## config.mk

```make
export PLATFORM = sky130hd
export DESIGN_NAME = mips_multicycle_control
export DESIGN_NICKNAME = d
export VERILOG_FILES = /design/src/rtl/mips_ctrl_pkg.sv /design/src/rtl/mips_ctrl_decode.sv /design/src/rtl/mips_multicycle_control.sv
export SDC_FILE = /design/constraint.sdc
export NUM_CORES = 1
export LEC_CHECK = 0
export BUFFER_PORTS_ARGS = -buffer_cell sky130_fd_sc_hd__buf_4
export CAP_MARGIN = 20
export CORE_UTILIZATION = 40
export CTS_CLUSTER_SIZE = 25
export DETAILED_ROUTE_END_ITERATION = 8
export GPL_ROUTABILITY_DRIVEN = 0
export PLACE_DENSITY = 0.66
export SLEW_MARGIN = 10
export SYNTH_ARGS = -nofsm -noshare
export SYNTH_HDL_FRONTEND = slang
export SYNTH_SLANG_ARGS = --single-unit
```

## constraint.sdc

```tcl
create_clock -name clock -period 1.8 [get_ports clock]
set_clock_uncertainty 0.15 [all_clocks]
set_input_delay 0.36 -clock clock [delete_from_list [all_inputs] [get_ports clock]]
set_output_delay 0.36 -clock clock [all_outputs]
set_load 0.02 [all_outputs]
```

## src/rtl/mips_ctrl_pkg.sv

```systemverilog
// Shared encodings for the multi-cycle MIPS main control unit.
package mips_ctrl_pkg;

  typedef enum logic [3:0] {
    S_FETCH   = 4'd0,
    S_DECODE  = 4'd1,
    S_MEMADR  = 4'd2,
    S_MEMRD   = 4'd3,
    S_MEMWB   = 4'd4,
    S_MEMWR   = 4'd5,
    S_EXEC    = 4'd6,
    S_RTYPEWB = 4'd7,
    S_BRANCH  = 4'd8,
    S_JUMP    = 4'd9,
    S_IDLE    = 4'd10,
    S_TRAP    = 4'd11
  } state_t;

  localparam logic [5:0] OP_RTYPE = 6'b000000;
  localparam logic [5:0] OP_LW    = 6'b100011;
  localparam logic [5:0] OP_SW    = 6'b101011;
  localparam logic [5:0] OP_BEQ   = 6'b000100;
  localparam logic [5:0] OP_J     = 6'b000010;

  localparam logic [1:0] ALUOP_ADD   = 2'b00;
  localparam logic [1:0] ALUOP_SUB   = 2'b01;
  localparam logic [1:0] ALUOP_FUNCT = 2'b10;

  localparam logic [1:0] SRCB_REG     = 2'b00;
  localparam logic [1:0] SRCB_FOUR    = 2'b01;
  localparam logic [1:0] SRCB_IMM     = 2'b10;
  localparam logic [1:0] SRCB_IMM_SH2 = 2'b11;

  localparam logic [1:0] PCSRC_ALU    = 2'b00;
  localparam logic [1:0] PCSRC_ALUOUT = 2'b01;
  localparam logic [1:0] PCSRC_JUMP   = 2'b10;

  // Moore control word; 17 bits wide.
  typedef struct packed {
    logic       pc_write;
    logic       pc_write_cond;
    logic       iord;
    logic       mem_read;
    logic       mem_write;
    logic       ir_write;
    logic       mem_to_reg;
    logic       reg_dst;
    logic       reg_write;
    logic       alu_src_a;
    logic [1:0] alu_src_b;
    logic [1:0] alu_op;
    logic [1:0] pc_source;
    logic       halted;
  } ctrl_t;

  // States whose exit edge completes (retires) an instruction.
  function automatic logic retires(input state_t s);
    return (s == S_MEMWB) || (s == S_MEMWR) || (s == S_RTYPEWB) ||
           (s == S_BRANCH) || (s == S_JUMP);
  endfunction

endpackage

```

## src/rtl/mips_ctrl_decode.sv

```systemverilog
// Purely combinational Moore output decode: current state -> control word.
module mips_ctrl_decode
  import mips_ctrl_pkg::*;
(
  input  logic [3:0]  i_state,
  output logic [16:0] o_ctrl
);

  state_t w_state;
  ctrl_t  w_ctrl;

  assign w_state = state_t'(i_state);
  assign o_ctrl  = w_ctrl;

  // Every field defaults to 0; each state raises only its own controls.
  always_comb begin
    w_ctrl = '0;
    case (w_state)
      S_FETCH: begin
        w_ctrl.mem_read  = 1'b1;
        w_ctrl.ir_write  = 1'b1;
        w_ctrl.alu_src_b = SRCB_FOUR;
        w_ctrl.pc_write  = 1'b1;
      end
      S_DECODE: w_ctrl.alu_src_b = SRCB_IMM_SH2;
      S_MEMADR: begin
        w_ctrl.alu_src_a = 1'b1;
        w_ctrl.alu_src_b = SRCB_IMM;
      end
      S_MEMRD: begin
        w_ctrl.mem_read = 1'b1;
        w_ctrl.iord     = 1'b1;
      end
      S_MEMWB: begin
        w_ctrl.reg_write  = 1'b1;
        w_ctrl.mem_to_reg = 1'b1;
      end
      S_MEMWR: begin
        w_ctrl.mem_write = 1'b1;
        w_ctrl.iord      = 1'b1;
      end
      S_EXEC: begin
        w_ctrl.alu_src_a = 1'b1;
        w_ctrl.alu_op    = ALUOP_FUNCT;
      end
      S_RTYPEWB: begin
        w_ctrl.reg_write = 1'b1;
        w_ctrl.reg_dst   = 1'b1;
      end
      S_BRANCH: begin
        w_ctrl.alu_src_a     = 1'b1;
        w_ctrl.alu_op        = ALUOP_SUB;
        w_ctrl.pc_write_cond = 1'b1;
        w_ctrl.pc_source     = PCSRC_ALUOUT;
      end
      S_JUMP: begin
        w_ctrl.pc_write  = 1'b1;
        w_ctrl.pc_source = PCSRC_JUMP;
      end
      S_TRAP:  w_ctrl.halted = 1'b1;
      default: w_ctrl = '0;
    endcase
  end

endmodule

```

## src/rtl/mips_multicycle_control.sv

```systemverilog
// Multi-cycle MIPS main control: state sequencing, opcode latch,
// retired-instruction counter and sticky trap on unsupported opcodes.
module mips_multicycle_control
  import mips_ctrl_pkg::*;
#(
  parameter int CNT_W = 32
) (
  input  logic             clock,
  input  logic             reset,
  input  logic [5:0]       Opcode,
  input  logic             Zero,
  output logic             PCWrite,
  output logic             PCWriteCond,
  output logic             PCEn,
  output logic             IorD,
  output logic             MemRead,
  output logic             MemWrite,
  output logic             IRWrite,
  output logic             MemtoReg,
  output logic             RegDst,
  output logic             RegWrite,
  output logic             ALUSrcA,
  output logic [1:0]       ALUSrcB,
  output logic [1:0]       ALUOp,
  output logic [1:0]       PCSource,
  output logic [3:0]       State,
  output logic [CNT_W-1:0] InstrCount,
  output logic             Halted
);

  state_t           r_state;
  state_t           w_next;
  logic [5:0]       r_opcode;
  logic [CNT_W-1:0] r_count;
  logic [16:0]      w_ctrl_vec;
  ctrl_t            w_ctrl;

  mips_ctrl_decode u_decode (
    .i_state (r_state),
    .o_ctrl  (w_ctrl_vec)
  );

  assign w_ctrl = ctrl_t'(w_ctrl_vec);

  // State and counter; reset aborts any in-flight instruction uncounted.
  always_ff @(posedge clock or posedge reset) begin
    if (reset) begin
      r_state <= S_IDLE;
      r_count <= '0;
    end else begin
      r_state <= w_next;
      if (retires(r_state)) r_count <= r_count + CNT_W'(1);
    end
  end

  // Capture the opcode on the DECODE exit edge so MEMADR ignores later IR changes.
  always_ff @(posedge clock) begin
    if (r_state == S_DECODE) r_opcode <= Opcode;
  end

  // Next-state selection.
  always_comb begin
    w_next = r_state;
    case (r_state)
      S_IDLE:   w_next = S_FETCH;
      S_FETCH:  w_next = S_DECODE;
      S_DECODE: begin
        case (Opcode)
          OP_RTYPE:     w_next = S_EXEC;
          OP_LW, OP_SW: w_next = S_MEMADR;
          OP_BEQ:       w_next = S_BRANCH;
          OP_J:         w_next = S_JUMP;
          default:      w_next = S_TRAP;
        endcase
      end
      S_MEMADR:  w_next = (r_opcode == OP_LW) ? S_MEMRD : S_MEMWR;
      S_MEMRD:   w_next = S_MEMWB;
      S_MEMWB, S_MEMWR, S_RTYPEWB, S_BRANCH, S_JUMP: w_next = S_FETCH;
      S_EXEC:    w_next = S_RTYPEWB;
      S_TRAP:    w_next = S_TRAP;
      default:   w_next = S_TRAP;
    endcase
  end

  assign PCWrite     = w_ctrl.pc_write;
  assign PCWriteCond = w_ctrl.pc_write_cond;
  assign PCEn        = w_ctrl.pc_write | (w_ctrl.pc_write_cond & Zero);
  assign IorD        = w_ctrl.iord;
  assign MemRead     = w_ctrl.mem_read;
  assign MemWrite    = w_ctrl.mem_write;
  assign IRWrite     = w_ctrl.ir_write;
  assign MemtoReg    = w_ctrl.mem_to_reg;
  assign RegDst      = w_ctrl.reg_dst;
  assign RegWrite    = w_ctrl.reg_write;
  assign ALUSrcA     = w_ctrl.alu_src_a;
  assign ALUSrcB     = w_ctrl.alu_src_b;
  assign ALUOp       = w_ctrl.alu_op;
  assign PCSource    = w_ctrl.pc_source;
  assign Halted      = w_ctrl.halted;
  assign State       = r_state;
  assign InstrCount  = r_count;

endmodule
```

==> results.yml <==
outcome:
  status: "complete, but fails checks"
  violations: "setup timing"
synthesis:
  synthArstFlopShare_pct: 85.7
  netlist_area_sq_um: 2230
  synth-compound-area-share_pct: 4.37
  seq_area_frac_synth_pct: 48.5
  avgSynthCellArea_sq_um: 10.5
  netlist-cell-type-count: 42
  synth_top_family_by_area: "simple AND/OR/NAND/NOR gates"
  yosys_warnings: 0
  synth_xor_area_share_pct: 12.9
  synthMuxAreaShare_pct: 0
  synth_flop_cell: "dfrtp_1"
  synth_cells: 213
  synth_edf_count: 6
  synthSimpleGateAreaFrac_pct: 28.6
  syn-num-nets: 223
  synth_fa_ha_area_share_pct: 0.560
  ys_ff_latch: 42
floorplanning:
  ioPinCount: 63
  start_util_pct: 42.6
  die_w_microns: 76.7
  core_sq_um: 5240
  design.die.area_sq_um: 5890
  fp-row-count: 26
  die_y_microns: 76.7
drt:
  dr.pass1.iters: 6
  ant_nets: 0
  routedWlPerCell_microns: 16.4
  viasPerCell: 5.25
  initialDrtViolationCount: 67
  wl_microns: 6680
  num_vias: 2140
  drc_errors: 0
power:
  power_mw: 5.68
  p_leak_nw: 2.06
  p_per_area_nw_per_um2: 1440
  ir_worst_vdd_uv: 691
clock_network:
  clkTransAtPathRegs_ns: 0.08
  cts_sinks: 42
  htree_num_levels: 2
  cts_tree: "done"
  cts.path.max_buffers: 2
  root_buffer: "clkbuf_8"
  clk_latency_ns: 0.29
  cts_buffers: 5
timing:
  post-route-min-period_ns: 2.11
  hold_ws_ns: 0.0177
  rsz0062_at_grt: "yes"
  relSlewSlack_pct: 55.9
  hold_violations: 0
  fmax_ghz: 0.474
  tightest_slew_ns: 0.660
  min_period_over_period_pct: 117
  timing.final.ws_setup_ns: -0.308
  finalSetupViolCount: 25
  finalMaxSlewViolations: 0
final_layout:
  final_cell_mix: "buf_4 (99), xor2_1 (27), dfrtp_1 (25)"
  drive_above_1_share_pct: 58.0
  antenna_cells: 0
  synthToLayoutAreaGrowth_pct: 76.1
  nNetsFinal: 347
  mostFrequentLayoutCell: "buf_4"
setup_path:
  r2r_cells: 7
  cp-end-kind: "output pin"
  r2r_end: "InstrCount[4]$_DFFE_PP0P_"
  critical_path.max_fanout: 4
  crit_type: "reg2out"
  r2r_slack_ns: -0.07
  worstSetupStartpointType: "flop"
  crit_start: "State[1]$_DFF_PP1_"
  cp_data_required_time_ns: 1.29
  rr_startpoint: "State[3]$_DFF_PP1_"
  crit_arrival_ns: 1.60
  setup.worst_path.end: "PCEn"
global_route:
  antenna_found_initial: 0
  grt_usage_pct: 22.1
  grt_pass1_wl_microns: 10200
  grt_pass1_vias: 2115
  grt.overflow.total: 0
  grt_max_degree: 37
placed_design:
  pre_cts_ws_ns: -0.0228
  port_buffers: 62
  hpwl_microns: 4140
flow_run:
  maxCapViolations: 0
worst_hold_path:
  hold_path.class: "in2async"
area by class of cell:
cell class / instances / area, sq um
clock inverters: 1 / 7.51
inverters: 7 / 26.3
well taps: 70 / 87.6
flip-flops and latches: 42 / 1090
clock buffers: 7 / 76.3
multi-input cells: 151 / 1480
fillers: 332 / 1310
repair buffers: 130 / 1160
registers in the layout, indices dropped and copies added (netlist names):
register,flops
r_opcode,6
InstrCount,32
State,4
logic make-up (layout without fill, tap and decap cells):
| family | after synthesis | in the layout |
|---|---|---|
| adder cells (fa/ha/maj) | 1 | 1 |
| flip-flops | 42 | 42 |
| buffers and inverters | 20 | 145 |
| AND/OR/NAND/NOR | 103 | 103 |
| XOR/XNOR | 33 | 33 |
| AO/OA/AOI/OAI | 14 | 14 |
Yosys cell counts, types with 2 or more instances:
master    instances  area (sq um)
nor2_1           10          37.5
buf_4             3          22.5
nand2_1          20          75.1
xor2_1           27           236
nand4_1           6          37.5
and4_1            4          35.0
o21ai_0           3          15.0
nand3_1          12          60.1
xnor2_1           6          52.6
buf_2             2          10.0
dfrtp_1          34           851
clkbuf_1          4          15.0
edfxtp_1          6           180
nor4_2            8           100
nand2b_4          2          27.5
buf_6             3          33.8
nor3_1           11          55.1
nand2b_1          3          18.8
nor4_1           14          87.6
and3_1            5          31.3
inv_1             7          26.3
dfstp_2           2          52.6
nor4b_1           2          17.5
metal layers:
metal / global-route usage (%) / up-vias / part of all wire [%]
li1: - / 1017 / -
met1: 27.6 / 1062 / 41
met2: 38.4 / 55 / 53
met3: 3.45 / 6 / 3.7
met4: 8.27 / 0 / 1.6
met5: 0 / - / 0
metrics by stage:
step / TNS [ns] / cells / utilization [%] / cell area (sq um)
3_5_place_dp: -0.0349 / 381 / 62.7 / 3280
4_1_cts: -3.25 / 400 / 70.3 / 3680
5_1_grt: -4.80 / 408 / 75.1 / 3930
2_1_floorplan: -0.808 / 213 / - / 2430
3_3_place_gp: 0 / 381 / 62.7 / 3280
6_report: -3.04 / 408 / 75.1 / 3930
worst min path at each step:
| stage | from | endpoint | slack [ns] | cells past startpoint |
|---|---|---|---|---|
| global placement | InstrCount[31]$_DFFE_PP0P_ | InstrCount[31]$_DFFE_PP0P_ | 0.31 | 1 |
| floorplan | Opcode[2] | State[2]$_DFF_PP0_ | 0.30 | 1 |
| global route | reset | InstrCount[29]$_DFFE_PP0P_ | 0.06 | 3 |
| CTS | reset | InstrCount[29]$_DFFE_PP0P_ | 0.04 | 3 |
| detailed placement | InstrCount[31]$_DFFE_PP0P_ | InstrCount[31]$_DFFE_PP0P_ | 0.33 | 1 |
| finish | reset | InstrCount[28]$_DFFE_PP0P_ | 0.02 | 3 |
repair_timing:
| action | in CTS | in global routing |
|---|---|---|
| gates resized for setup | 40 | 39 |
| buffers inserted | 10 | 10 |
| pin swaps | 6 | 43 |
| endpoints found under the setup margin | 27 | 45 |
| hold buffers | 0 | 0 |
| cloned | 1 | 0 |
power by group:
| group | internal, mW | switching [mW] |
|---|---|---|
| registers | 1.17 | 0.165 |
| logic | 1.76 | 2.00 |
| clock network | 0.275 | 0.321 |
| total | 3.20 | 2.48 |
worst max-delay path, stage by stage (launching register included):
cell and delay (ns):
dfstp_2 0.58, buf_6 0.13, nor4_4 0.04, or2_4 0.25, a21o_1 0.17, buf_6 0.13
No activity file was read; power rests on OpenSTA's default activity.
